[config.mk]
export PLATFORM = sky130hd
export DESIGN_NAME = pwm_cfg_scheduler
export DESIGN_NICKNAME = d
export VERILOG_FILES = /design/src/rtl/pwm_cfg_pkg.sv /design/src/rtl/pwm_ramp_gen.sv /design/src/rtl/pwm_cfg_scheduler.sv
export SDC_FILE = /design/constraint.sdc
export NUM_CORES = 1
export LEC_CHECK = 0
export ABC_AREA = 0
export BUFFER_PORTS_ARGS = -buffer_cell sky130_fd_sc_hd__buf_4
export CORE_MARGIN = 10
export CORE_UTILIZATION = 52
export CTS_CLUSTER_SIZE = 16
export DETAILED_ROUTE_END_ITERATION = 8
export HOLD_SLACK_MARGIN = 0.15
export MAX_ROUTING_LAYER = met4
export PLACE_DENSITY = 0.77
export SYNTH_ARGS = -nofsm -noshare
export SYNTH_HDL_FRONTEND = slang
export SYNTH_SLANG_ARGS = --single-unit
export TNS_END_PERCENT = 30
[constraint.sdc]
create_clock -name clk -period 2.75 [get_ports clk]
set_input_delay 0.275 -clock clk [delete_from_list [all_inputs] [get_ports clk]]
set_output_delay 0.275 -clock clk [all_outputs]
set_load 0.05 [all_outputs]
[src/rtl/pwm_cfg_pkg.sv]
// Shared constants and types for the PWM configuration scheduler:
// register map, RAMP_CTRL bit positions and ramp FSM encoding.
package pwm_cfg_pkg;

    localparam logic [6:0] ADDR_EN_OUT_LO  = 7'h00;
    localparam logic [6:0] ADDR_EN_OUT_HI  = 7'h01;
    localparam logic [6:0] ADDR_EN_PWM_LO  = 7'h02;
    localparam logic [6:0] ADDR_EN_PWM_HI  = 7'h03;
    localparam logic [6:0] ADDR_DUTY       = 7'h04;
    localparam logic [6:0] ADDR_RAMP_CTRL  = 7'h05;
    localparam logic [6:0] ADDR_RAMP_STEP  = 7'h06;
    localparam logic [6:0] ADDR_RAMP_DIV   = 7'h07;

    localparam int RAMP_CTRL_EN_BIT   = 0;
    localparam int RAMP_CTRL_MODE_BIT = 1;

    typedef enum logic [1:0] {
        RAMP_OFF  = 2'b00,
        RAMP_UP   = 2'b01,
        RAMP_DOWN = 2'b10
    } ramp_state_t;

    typedef enum logic {
        MODE_SAWTOOTH = 1'b0,
        MODE_TRIANGLE = 1'b1
    } ramp_mode_t;

endpackage

[src/rtl/pwm_ramp_gen.sv]
// Duty-ramp engine: state machine, period divider and step arithmetic.
// Produces the stepped duty value and a tick; the owner decides whether to apply it.
module pwm_ramp_gen
    import pwm_cfg_pkg::*;
(
    input  logic        clk,
    input  logic        rst,
    input  logic        period_end,
    input  logic        suppress,
    input  logic        ctrl_wr,
    input  logic        ctrl_enable,
    input  ramp_mode_t  mode,
    input  logic [7:0]  duty,
    input  logic [7:0]  step,
    input  logic [7:0]  div,
    output logic [7:0]  next_duty,
    output logic        ramp_tick,
    output ramp_state_t state
);

    ramp_state_t step_state;
    logic [7:0]  div_cnt;
    logic [8:0]  sum9;
    logic [8:0]  diff9;
    logic        disable_wr;

    assign disable_wr = ctrl_wr && !ctrl_enable;

    always_comb begin
        // NOTE: every output of this block gets a default first so no path infers a latch.
        sum9       = {1'b0, duty} + {1'b0, step};
        diff9      = {1'b0, duty} - {1'b0, step};
        next_duty  = duty;
        step_state = state;
        ramp_tick  = (state != RAMP_OFF) && period_end && (div_cnt == div) && !disable_wr;
        case (state)
            RAMP_UP: begin
                if (mode == MODE_TRIANGLE && sum9 >= 9'd255) begin
                    next_duty  = 8'hFF;
                    step_state = RAMP_DOWN;
                end else begin
                    next_duty = sum9[7:0];
                end
            end
            RAMP_DOWN: begin
                // Leaving triangle mode mid-descent: turn around without stepping.
                if (mode == MODE_SAWTOOTH) begin
                    step_state = RAMP_UP;
                end else if (diff9[8] || diff9 == 9'd0) begin
                    next_duty  = 8'h00;
                    step_state = RAMP_UP;
                end else begin
                    next_duty = diff9[7:0];
                end
            end
            default: ;
        endcase
    end

    always_ff @(posedge clk) begin
        // NOTE: sequential state uses non-blocking assignments so all registers update together.
        if (rst) begin
            state   <= RAMP_OFF;
            div_cnt <= 8'd0;
        end else if (disable_wr) begin
            state   <= RAMP_OFF;
            div_cnt <= 8'd0;
        end else if (ctrl_wr && state == RAMP_OFF) begin
            state   <= RAMP_UP;
            div_cnt <= 8'd0;
        end else if (state != RAMP_OFF && period_end) begin
            if (ramp_tick) begin
                div_cnt <= 8'd0;
                if (!suppress) begin
                    state <= step_state;
                end
            end else begin
                div_cnt <= div_cnt + 8'd1;
            end
        end
    end

endmodule

[src/rtl/pwm_cfg_scheduler.sv]
// PWM configuration register set: SPI write decode, duty shadow/pending commit at
// period boundaries, and arbitration between SPI duty writes and the ramp engine.
module pwm_cfg_scheduler
    import pwm_cfg_pkg::*;
#(
    parameter logic [7:0] DUTY_RESET   = 8'h00,
    parameter int         NUM_CFG_REGS = 8
) (
    input  logic       clk,
    input  logic       rst,
    input  logic       spi_wr_valid,
    input  logic [6:0] spi_wr_addr,
    input  logic [7:0] spi_wr_data,
    input  logic       pwm_period_end,
    output logic [7:0] en_reg_out_7_0,
    output logic [7:0] en_reg_out_15_8,
    output logic [7:0] en_reg_pwm_7_0,
    output logic [7:0] en_reg_pwm_15_8,
    output logic [7:0] pwm_duty_cycle,
    output logic [1:0] ramp_state,
    output logic       wr_err
);

    localparam logic [7:0] NUM_REGS = 8'(NUM_CFG_REGS);

    logic        addr_ok;
    logic        reg_wr;
    logic        duty_wr;
    logic        ctrl_wr;
    logic        suppress;
    logic        pending;
    logic [7:0]  shadow;
    logic [7:0]  ramp_step;
    logic [7:0]  ramp_div;
    ramp_mode_t  ramp_mode;
    logic [7:0]  next_duty;
    logic        ramp_tick;
    ramp_state_t fsm_state;

    assign addr_ok  = ({1'b0, spi_wr_addr} < NUM_REGS);
    assign reg_wr   = spi_wr_valid && addr_ok;
    assign duty_wr  = reg_wr && (spi_wr_addr == ADDR_DUTY);
    assign ctrl_wr  = reg_wr && (spi_wr_addr == ADDR_RAMP_CTRL);
    // SPI owns any boundary where it has a duty value to commit.
    assign suppress = pwm_period_end && (pending || duty_wr);

    assign ramp_state = fsm_state;

    pwm_ramp_gen u_ramp (
        .clk         (clk),
        .rst         (rst),
        .period_end  (pwm_period_end),
        .suppress    (suppress),
        .ctrl_wr     (ctrl_wr),
        .ctrl_enable (spi_wr_data[RAMP_CTRL_EN_BIT]),
        .mode        (ramp_mode),
        .duty        (pwm_duty_cycle),
        .step        (ramp_step),
        .div         (ramp_div),
        .next_duty   (next_duty),
        .ramp_tick   (ramp_tick),
        .state       (fsm_state)
    );

    always_ff @(posedge clk) begin
        if (rst) begin
            en_reg_out_7_0  <= 8'h00;
            en_reg_out_15_8 <= 8'h00;
            en_reg_pwm_7_0  <= 8'h00;
            en_reg_pwm_15_8 <= 8'h00;
            ramp_mode       <= MODE_SAWTOOTH;
            ramp_step       <= 8'h00;
            ramp_div        <= 8'h00;
            wr_err          <= 1'b0;
            pwm_duty_cycle  <= DUTY_RESET;
            shadow          <= DUTY_RESET;
            pending         <= 1'b0;
        end else begin
            wr_err <= spi_wr_valid && !addr_ok;

            if (reg_wr) begin
                case (spi_wr_addr)
                    ADDR_EN_OUT_LO: en_reg_out_7_0  <= spi_wr_data;
                    ADDR_EN_OUT_HI: en_reg_out_15_8 <= spi_wr_data;
                    ADDR_EN_PWM_LO: en_reg_pwm_7_0  <= spi_wr_data;
                    ADDR_EN_PWM_HI: en_reg_pwm_15_8 <= spi_wr_data;
                    ADDR_RAMP_CTRL: ramp_mode <= ramp_mode_t'(spi_wr_data[RAMP_CTRL_MODE_BIT]);
                    ADDR_RAMP_STEP: ramp_step <= spi_wr_data;
                    ADDR_RAMP_DIV:  ramp_div  <= spi_wr_data;
                    default: ;
                endcase
            end

            // Duty only ever moves on a period_end edge; priority: bypass, pending, ramp.
            if (pwm_period_end && duty_wr) begin
                pwm_duty_cycle <= spi_wr_data;
                shadow         <= spi_wr_data;
                pending        <= 1'b0;
            end else if (pwm_period_end && pending) begin
                pwm_duty_cycle <= shadow;
                pending        <= 1'b0;
            end else if (duty_wr) begin
                shadow  <= spi_wr_data;
                pending <= 1'b1;
            end else if (ramp_tick) begin
                pwm_duty_cycle <= next_duty;
                shadow         <= next_duty;
            end
        end
    end

endmodule
==> results of run 1 <==
state kept, by name, indices dropped and copies added, names as in the netlist, 2 cells and up:
register,flops
en_reg_pwm_15_8,8
shadow,8
en_reg_out_15_8,8
ramp_div,8
u_ramp.div_cnt,8
ramp_step,8
en_reg_out_7_0,8
en_reg_pwm_7_0,8
pwm_duty_cycle,8
u_ramp.state,2
per-stage QoR:
step	TNS (ns)	util, %	instance area [µm²]	power [mW]	instances
global route	-0.511	66.4	5480	2.08	734
finish	-0.0539	66.4	5480	2.00	734
CTS	0	64.8	5350	2.01	731
detailed placement	-0.0105	62.3	5140	1.26	713
floorplan	0	-	4460	1.21	547
global placement	0	62.3	5140	1.26	713
where the power goes:
group | switching (mW) | leakage, nW | internal, mW
clock | 0.430 | 0.0868 | 0.327
combinational | 0.0834 | 1.65 | 0.0410
sequential | 0.00239 | 0.625 | 1.11
layer usage:
metal / routed length (µm) / GRT usage (%) / vias to the layer above
li1: - / - / 2062
met1: 6000 / 27.2 / 2046
met2: 6170 / 31.4 / 231
met3: 1170 / 4.31 / 36
met4: 213 / 5.50 / 0
met5: 0 / - / -
placed cells by master, fill, tap and decap left out, types with 3 or more instances in the layout:
cell type,instances
clkinv_2,3
a21oi_1,45
buf_4,92
or4_1,4
o211ai_1,4
xor2_1,16
and3_1,5
nand2_1,32
inv_1,24
a21oi_2,3
dfxtp_1,69
mux2i_1,31
and2_1,4
o21ai_0,18
dfxtp_2,5
o22ai_1,3
nand2b_1,8
nand4b_1,3
nor2_1,99
nor3_1,8
a31oi_1,6
nor2b_1,5
or3_1,4
nand3_1,13
a211oi_1,3
ha_1,19
and4_1,3
a21o_1,5
xnor2_1,7
dfxtp_4,3
a221o_1,3
clkbuf_8,9
worst min-delay path by stage:
stage / slack [ns] / cells past startpoint / to / startpoint
after floorplan: 0.41 / 2 / ramp_mode / spi_wr_data[1]
after global placement: 0.44 / 2 / en_reg_out_15_8[1] / en_reg_out_15_8[1]
after detailed placement: 0.45 / 2 / en_reg_out_15_8[0] / en_reg_out_15_8[0]
after CTS: 0.17 / 3 / en_reg_pwm_15_8[4] / spi_wr_data[4]
after global routing: 0.19 / 3 / en_reg_pwm_15_8[4] / spi_wr_data[4]
final: 0.18 / 3 / en_reg_pwm_15_8[4] / spi_wr_data[4]
final cells by class:
class / instances / area, µm²
clock inverters: 6 / 37.5
flip-flops and latches: 77 / 1560
multi-input cells: 416 / 2820
clock buffers: 10 / 128
repair buffers: 94 / 712
fillers: 688 / 2770
well taps: 105 / 131
inverters: 26 / 97.6
what timing repair did:
item / CTS / global route
endpoints found under the setup margin: 3 / 16
resized for setup: 5 / 27
setup buffers: 1 / 3
hold buffers: 1 / 0
pin swaps: 4 / 17
hold endpoints to repair: 1 / 0
cell families (layout without fill, tap and decap cells):
family          count (synthesis)  after routing  share of synthesized area (%)
simple gates                  208            208                           22.2
fa+ha+maj                      23             23                           6.81
flops                          77             77                           34.6
buf+inv                        54            136                           4.92
compound gates                129            129                           19.5
mux                            32             32                           7.23
xor+xnor                       24             24                           4.72
tightest hold or removal path, stage by stage:
cell and delay, ns:
buf_4 0.09, mux2i_1 0.06, nor2_1 0.07
==> results.md, run 1 <==
- Avg Synthesized Cell Area: 8.13 µm²
- Worst setup SP type: flop
- Cell with the most instances after synthesis: nor2_1
- Outcome: complete, but fails checks
- Root Driver: clkbuf_8
- Power Density: 364 nW/µm²
- Htree depth: 3
- Die Width: 113 µm
- Max FO, Critical Path: 4
- R2R Path Start: pwm_duty_cycle[0]
- Crit path top cell by count: inv_2
- Worst hold slack: 0.181 ns
- Dpl hpwl: 10,000 µm
- DR iter-0 viols: 489
- Slowest-stage cell, CP: fa_2
- FF-to-FF End: shadow[6]
- Sequential area share after synthesis: 34.6%
- Post-synth EDFFs: 0
- Slowest stage delay, CP: 0.41 ns
- #FFs+latches synth: 77
- Later-pin clock latency in the skew report: 0.36 ns
- Layout cells sized above 1: 24.2%
- Final ANT Viol Nets: 0
- WL per Instance: 18.5 µm
- CTS Buf Count: 9
- Crit share post-route: 101%
- WS Path Type: reg2reg
- Count of final hold-check violations: 0
- RSZ-0062 raised after global routing: true
- Critical Path Sink: shadow[6]
- Worst clock skew: 0.0134 ns
- Final #Nets: 666
- Req. time, crit path: 2.96 ns
- Final WS setup: -0.0362 ns
- Vias in the first global route: 4,052
- Failing checks: negative setup slack
- Initial Utilization: 53.9%
- Buf/Inv on CP: 2
- Worst hold path class: in2reg
- Final Critical Period: 2.79 ns
- Clk sinks: 77
- IR drop worst, VDD: 0.406 mV
- Post-synth top area share: 34.6%
- Global route overflow: 0
- Dominant cell type by area after synthesis: dfxtp_1
- CP arrival: 3.00 ns
- First-pass GRT wire length: 21,400 µm
- Port buffer count: 61
- Drt pass-1 iters: 7
- Fraction of registers with async set or reset after synthesis: 0%
- I/O pin cnt: 62
- Final setup violation count: 2
- Gr usage total: 20.7%
- Worst slew pin tran: 0.753 ns
- RePlAce Congestion: 0.998
- Antenna diode count: 0
- Reg clk slew, reported paths: 0.08 ns
- # DRC: 0
- Vias: 4,375
- Slew margin rel.: 49.8%
- Die Span Y: 113 µm
- Die ar.: 12,700 µm²
- Yosys cell types: 69
- Core ar.: 8260 µm²
- Worst-case clock buffer depth: 2
- DRT Wirelength: 13,600 µm
- Synth area leaders: dfxtp_1, nor2_1, mux2i_1, ha_1, a21oi_1
- Final Max Slew Viols: 0
- Via-to-Cell Ratio: 5.96
- Largest net degree at the start of global routing: 68
- MaxCap Viol Count: 0
- Synth cell count leaders: nor2_1, dfxtp_1, a21oi_1
- Peak Freq: 359 MHz
- R2R depth: 12
- CP Cell Sequence: inv_2, ha_4, inv_2, fa_2, a21o_4, a221oi_4, a21oi_2, and3_1, a221o_1, mux2_4, mux2i_1, nor2_1
- CTS tree: done
- Initial antenna violation count: 0
- Post-synth top flop: dfxtp_1
- Crit path from: pwm_duty_cycle[0]
- Flop-to-flop setup slack: -0.04 ns
- Crit path max-delay family: compound AO/OA/AOI/OAI gates
- Post-Syn Area: 4450 µm²
- Yosys warns: 0
- Area grow syn2layout: 23.3%
- Number of stages on the worst setup path: 12
- Syn_nets: 589
- Pleak: 2.36 nW
- CP Capture Type: flop
- Post-place setup slack: -0.00808 ns
- Mapped Cells: 547
- Num rows: 33
Note: power is estimated with default switching activity, not from simulation.
==> run 2, diff against run 1 <==
--- a/config.mk
+++ b/config.mk
@@ -6,5 +6,4 @@
 export NUM_CORES = 1
 export LEC_CHECK = 0
-export ABC_AREA = 0
 export BUFFER_PORTS_ARGS = -buffer_cell sky130_fd_sc_hd__buf_4
 export CORE_MARGIN = 10
==> constraint.sdc (replaced) <==
create_clock -name clk -period 2.75 [get_ports clk]
set_input_delay 0.55 -clock clk [delete_from_list [all_inputs] [get_ports clk]]
set_output_delay 0.55 -clock clk [all_outputs]
set_load 0.05 [all_outputs]
==> run 2 against run 1 <==
  * The run now ends clean
  * Utilization increased by 0.98 points
  * Die area unchanged
  * Sequential power about the same
  * Final area increased by 1.5%
  * Critical path depth unchanged
  * Cell count increased by 1.6%
  * Clock power increased by 24%
  * Power increased by 9.0%
  * Routed wire length increased by 1.2%
  * Critical endpoint is now u_ramp.state[1]
==> results.md, run 2 (synthesized netlist as in run 1, its figures left out) <==
- Outcome: finished, final reports clean
- Dpl hpwl: 10,400 µm
- Gr usage total: 21.5%
- Largest net degree at the start of global routing: 46
- Vias: 4,338
- DRT Wirelength: 13,700 µm
- Pleak: 2.44 nW
- Worst setup SP type: flop
- Internal power: 1.60 mW
- I/O pin cnt: 62
- Final #Nets: 678
- Switch share: 26.5%
- Clk sinks: 77
- Req. time, crit path: 3.02 ns
- Routing usage on met3: 6.44%
- Die ar.: 12,700 µm²
- Met1 Resource Use GR: 26.5%
- CP Capture Type: flop
- Commonest non-fill, non-tap cell in the layout: buf_4
- Worst clock skew: 0.0104 ns
- Sequential Power Share: 51.3%
- Peak Freq: 371 MHz
- Area grow syn2layout: 25.1%
- Die Width: 113 µm
- Antenna diode count: 0
- Later-pin clock latency in the skew report: 0.36 ns
- Comb pwr share: 5.7%
- Layout cells sized above 1: 24.6%
- CTS tree: done
- Reg clk slew, reported paths: 0.09 ns
- DR iter-0 viols: 419
- Global route overflow: 0
- Commonest cells after routing, fill and taps aside: buf_4, nor2_1, dfxtp_1
- Port buffer count: 61
- CP arrival: 2.96 ns
- Htree depth: 3
- Met2 GRT Util: 33.3%
- Vias in the first global route: 4,249
- Worst hold slack: 0.430 ns
- Inst Count DP: 724
- RSZ-0062 raised after global routing: true
- Final Max Slew Viols: 0
- Clock share of power: 43.0%
- Worst hold path class: in2reg
- Crit share post-route: 97.9%
- Num rows: 33
- Final Critical Period: 2.69 ns
- Fin cells: 746
- Setup tns final: 0 ns
- Count of final hold-check violations: 0
- Max FO, Critical Path: 4
- CTS Hold Bufs: 0
- WS Path Type: reg2reg
- Core ar.: 8260 µm²
- Worst slew pin tran: 0.621 ns
- Root Driver: clkbuf_8
- WL per Instance: 18.4 µm
- IR drop worst, VDD: 0.440 mV
- Drt pass-1 iters: 7
- RePlAce Congestion: 0.975
- Power Density: 391 nW/µm²
- Worst-case clock buffer depth: 2
- First-pass GRT wire length: 21,800 µm
- Via-to-Cell Ratio: 5.82
- Final ANT Viol Nets: 0
- Final setup violation count: 0
- Initial Utilization: 53.9%
- Number of fill cells: 689
- MaxCap Viol Count: 0
- CTS Buf Count: 9
- P_sw: 0.577 mW
- Total power: 2.18 mW
- Initial antenna violation count: 0
- Die Span Y: 113 µm
- Slew margin rel.: 58.6%
- # DRC: 0
- Busiest grt layer: met2
-- run 2: changes by cell type in the layout (fill, tap and decap cells not counted), moves of 2 or more --
cell and delta:
buf_4 +14, clkinv_2 -3, inv_1 +2, inv_2 -2, inv_8 +2
-- run 2: area by class of cell --
| type | instances | area [µm²] | share of cell area, % |
|---|---|---|---|
| multi-input combinational | 416 | 2770 | 49.7 |
| inverter | 26 | 97.6 | 1.75 |
| sequential | 77 | 1560 | 28.0 |
| clock inverter | 7 | 93.8 | 1.69 |
| clock buffer | 9 | 124 | 2.23 |
| tap | 105 | 131 | 2.36 |
| timing repair buffer | 106 | 796 | 14.3 |
-- run 2: critical path, cell delays in order, from the launching register on --
cell and delay, ns:
dfxtp_4 0.36, inv_1 0.05, ha_1 0.14, inv_1 0.05, fa_2 0.34, a21o_1 0.21
a221oi_2 0.30, xnor2_1 0.14, buf_4 0.15, o41ai_2 0.32, and3_4 0.25, a21oi_2 0.06
a311oi_2 0.24
-- run 2: timing repair --
action | CTS | global route
gates resized for setup | 2 | 16
pin swaps | 4 | 8
setup endpoints to repair | 2 | 16
buffers inserted | 2 | 4
-- run 2: stage by stage --
| stage | cell area (µm²) | util [%] | setup slack (ns) |
|---|---|---|---|
| floorplan | 4460 | - | 0.0280 |
| global route | 5570 | 67.4 | -0.0726 |
| CTS | 5460 | 66.2 | -0.00373 |
| finish | 5570 | 67.4 | 0.0577 |
| detailed placement | 5230 | 63.3 | 0.00143 |
| global placement | 5230 | 63.3 | 0.0253 |
-- run 2: path summary, 6_finish.rpt --
kind,endpoint,slack [ns],from,cells past startpoint
worst min register to register,en_reg_out_15_8[5],0.47,en_reg_out_15_8[5],2
worst min-delay path,pending,0.43,pwm_period_end,2
worst max-delay path,u_ramp.state[1],0.06,pwm_duty_cycle[0],12
worst max register to register,u_ramp.state[1],0.06,pwm_duty_cycle[0],12
-- run 2: power groups by stage --
stage                     logic (mW)  registers (mW)  clock network, mW
final                          0.124            1.12              0.936
after global routing           0.133            1.12              0.995
after CTS                      0.122            1.12              0.940
after detailed placement       0.120            1.14                  0
after global placement         0.119            1.14                  0
after floorplan               0.0558            1.15                  0
-- run 2: metal layers --
layer,vias up,routed length [µm]
li1,2094,-
met1,2048,6110
met2,174,6260
met3,22,1110
met4,0,242
met5,-,0
==> run 3, diff against run 2 <==
- CORE_MARGIN: 10 -> default
- SLEW_MARGIN: default -> 20
==> run 3 against run 2 <==
  * Critical path depth unchanged
  * Combinational power about the same
  * Cell count is 0.80% lower
  * Final area down 0.13%
  * First-iteration DRC count fell by 15%
  * Sequential share of layout area about the same
  * Flip-flop and latch count unchanged
  * Utilization is 0.091 points lower
  * Global-route usage is 9.3 points higher
  * Clock power increased by 5.3%
  * Maximum frequency is 1.1% lower
  * Critical path type unchanged
  * Largest power group unchanged
==> results.md, run 3 (synthesized netlist as in run 1, its figures left out) <==
- Outcome: finished, final reports clean
- Final #Nets: 672
- Req. time, crit path: 3.00 ns
- DR iter-0 viols: 356
- First-pass GRT wire length: 20,300 µm
- Dpl hpwl: 9440 µm
- Worst slew pin tran: 0.627 ns
- CP arrival: 2.97 ns
- Drt pass-1 iters: 5
- Area grow syn2layout: 24.9%
- Root Driver: clkbuf_8
- Final Max Slew Viols: 0
- DP Area: 5200 µm²
- Number of fill cells: 691
- Max FO, Critical Path: 5
- Worst-case clock buffer depth: 2
- IR drop worst, VDD: 0.342 mV
- Die Span Y: 94.5 µm
- Num rows: 33
- CP Cell Sequence: inv_1, ha_1, inv_1, fa_2, a21o_1, a221oi_2, xnor2_1, and3_1, a221o_1, mux2_2, mux2i_1, nor2_1
- Final setup violation count: 0
- Final Critical Period: 2.72 ns
- Initial antenna violation count: 0
- I/O pin cnt: 62
- Via-to-Cell Ratio: 5.90
- Die Width: 94.5 µm
- Fin cells: 740
- Global route overflow: 0
- Commonest cells after routing, fill and taps aside: buf_4, nor2_1, dfxtp_1
- Slew margin rel.: 58.2%
- Post-place setup slack: -0.0571 ns
- RePlAce Congestion: 0.947
- Count of final hold-check violations: 0
- Final ANT Viol Nets: 0
- Core ar.: 8260 µm²
- Hold Startpoint: pwm_period_end
- # DRC: 0
- Commonest non-fill, non-tap cell in the layout: buf_4
- Crit share post-route: 99.0%
- Reg clk slew, reported paths: 0.08 ns
- Htree depth: 3
- Port buffer count: 61
- Worst clock skew: 0.0139 ns
- Clk sinks: 77
- Peak Freq: 367 MHz
- Design Area, Final: 5560 µm²
- WL per Instance: 17.5 µm
- Worst hold path class: in2reg
- Power Density: 401 nW/µm²
- RSZ-0062 raised after global routing: true
- Gr usage total: 30.7%
- Slowest stage delay, CP: 0.36 ns
- CP Capture Type: flop
- Inst Count DP: 721
- CTS Buf Count: 9
- Slowest-stage cell, CP: dfxtp_4
- Largest net degree at the start of global routing: 42
- Later-pin clock latency in the skew report: 0.37 ns
- MaxCap Viol Count: 0
- Vias: 4,365
- Crit path top cell by count: inv_1
- DRT Wirelength: 12,900 µm
- R2R Path Start: pwm_duty_cycle[0]
- Worst setup SP type: flop
- Initial Utilization: 53.9%
- Core Util, Final: 67.3%
- Pleak: 2.42 nW
- WS Path Type: reg2reg
- CTS tree: done
- Antenna diode count: 0
- Crit path from: pwm_duty_cycle[0]
- Vias in the first global route: 4,025
- Final WS setup: 0.0272 ns
- Layout cells sized above 1: 25.0%
- Die ar.: 8930 µm²
run 3: final cells by class:
type | count | area [µm²] | area share, %
Sequential cell | 77 | 1560 | 28.0
Timing Repair Buffer | 100 | 751 | 13.5
Clock buffer | 9 | 124 | 2.23
Clock inverter | 7 | 105 | 1.89
Multi-Input combinational cell | 416 | 2790 | 50.2
Tap cell | 105 | 131 | 2.36
Inverter | 26 | 97.6 | 1.76
run 3: power by group:
part	switching, mW	internal, mW
clock network	0.462	0.525
registers	0.00218	1.12
logic	0.0827	0.0416
run 3: repair_timing:
action | in CTS | in global routing
resized for setup | 2 | 24
pin swaps | 3 | 7
hold buffers | 0 | 0
buffers inserted | 2 | 1
endpoints found under the setup margin | 2 | 17
run 3: worst paths after layout:
path                            cells after the start                 end  slack [ns]
worst min register to register                      2  en_reg_out_15_8[2]        0.46
worst min-delay path                                2             pending        0.42
worst max register to register                     12           shadow[6]        0.03
worst max-delay path                               12           shadow[6]        0.03
run 3: metrics by stage:
step / hold slack, ns / power, mW / setup TNS (ns)
after global placement: 0.444 / 1.26 / 0
final: 0.420 / 2.23 / 0
after global routing: 0.409 / 2.30 / -0.324
after CTS: 0.406 / 2.23 / -0.00713
after detailed placement: 0.451 / 1.26 / -0.0596
after floorplan: 0.474 / 1.21 / 0
run 3: per-layer routing:
metal	vias up	routed length (µm)	part of all wire (%)	track usage (%)
met5	-	0	0	-
met4	0	383	3.0	11.0
met3	38	945	7.3	5.72
met2	210	5870	45	48.0
met1	2028	5720	44	39.7
li1	2089	-	-	-
run 3: worst max-delay path: cells and delay by family (launching register included):
| family | cells | cell delay [ns] |
|---|---|---|
| AOI/OAI and AO/OA | 3 | 0.79 |
| xor gates and xnor gates | 1 | 0.17 |
| adders and majority gates | 2 | 0.47 |
| buffers and inverters | 2 | 0.10 |
| DFF | 1 | 0.36 |
| muxes | 2 | 0.43 |
| and+or+nand+nor | 2 | 0.27 |
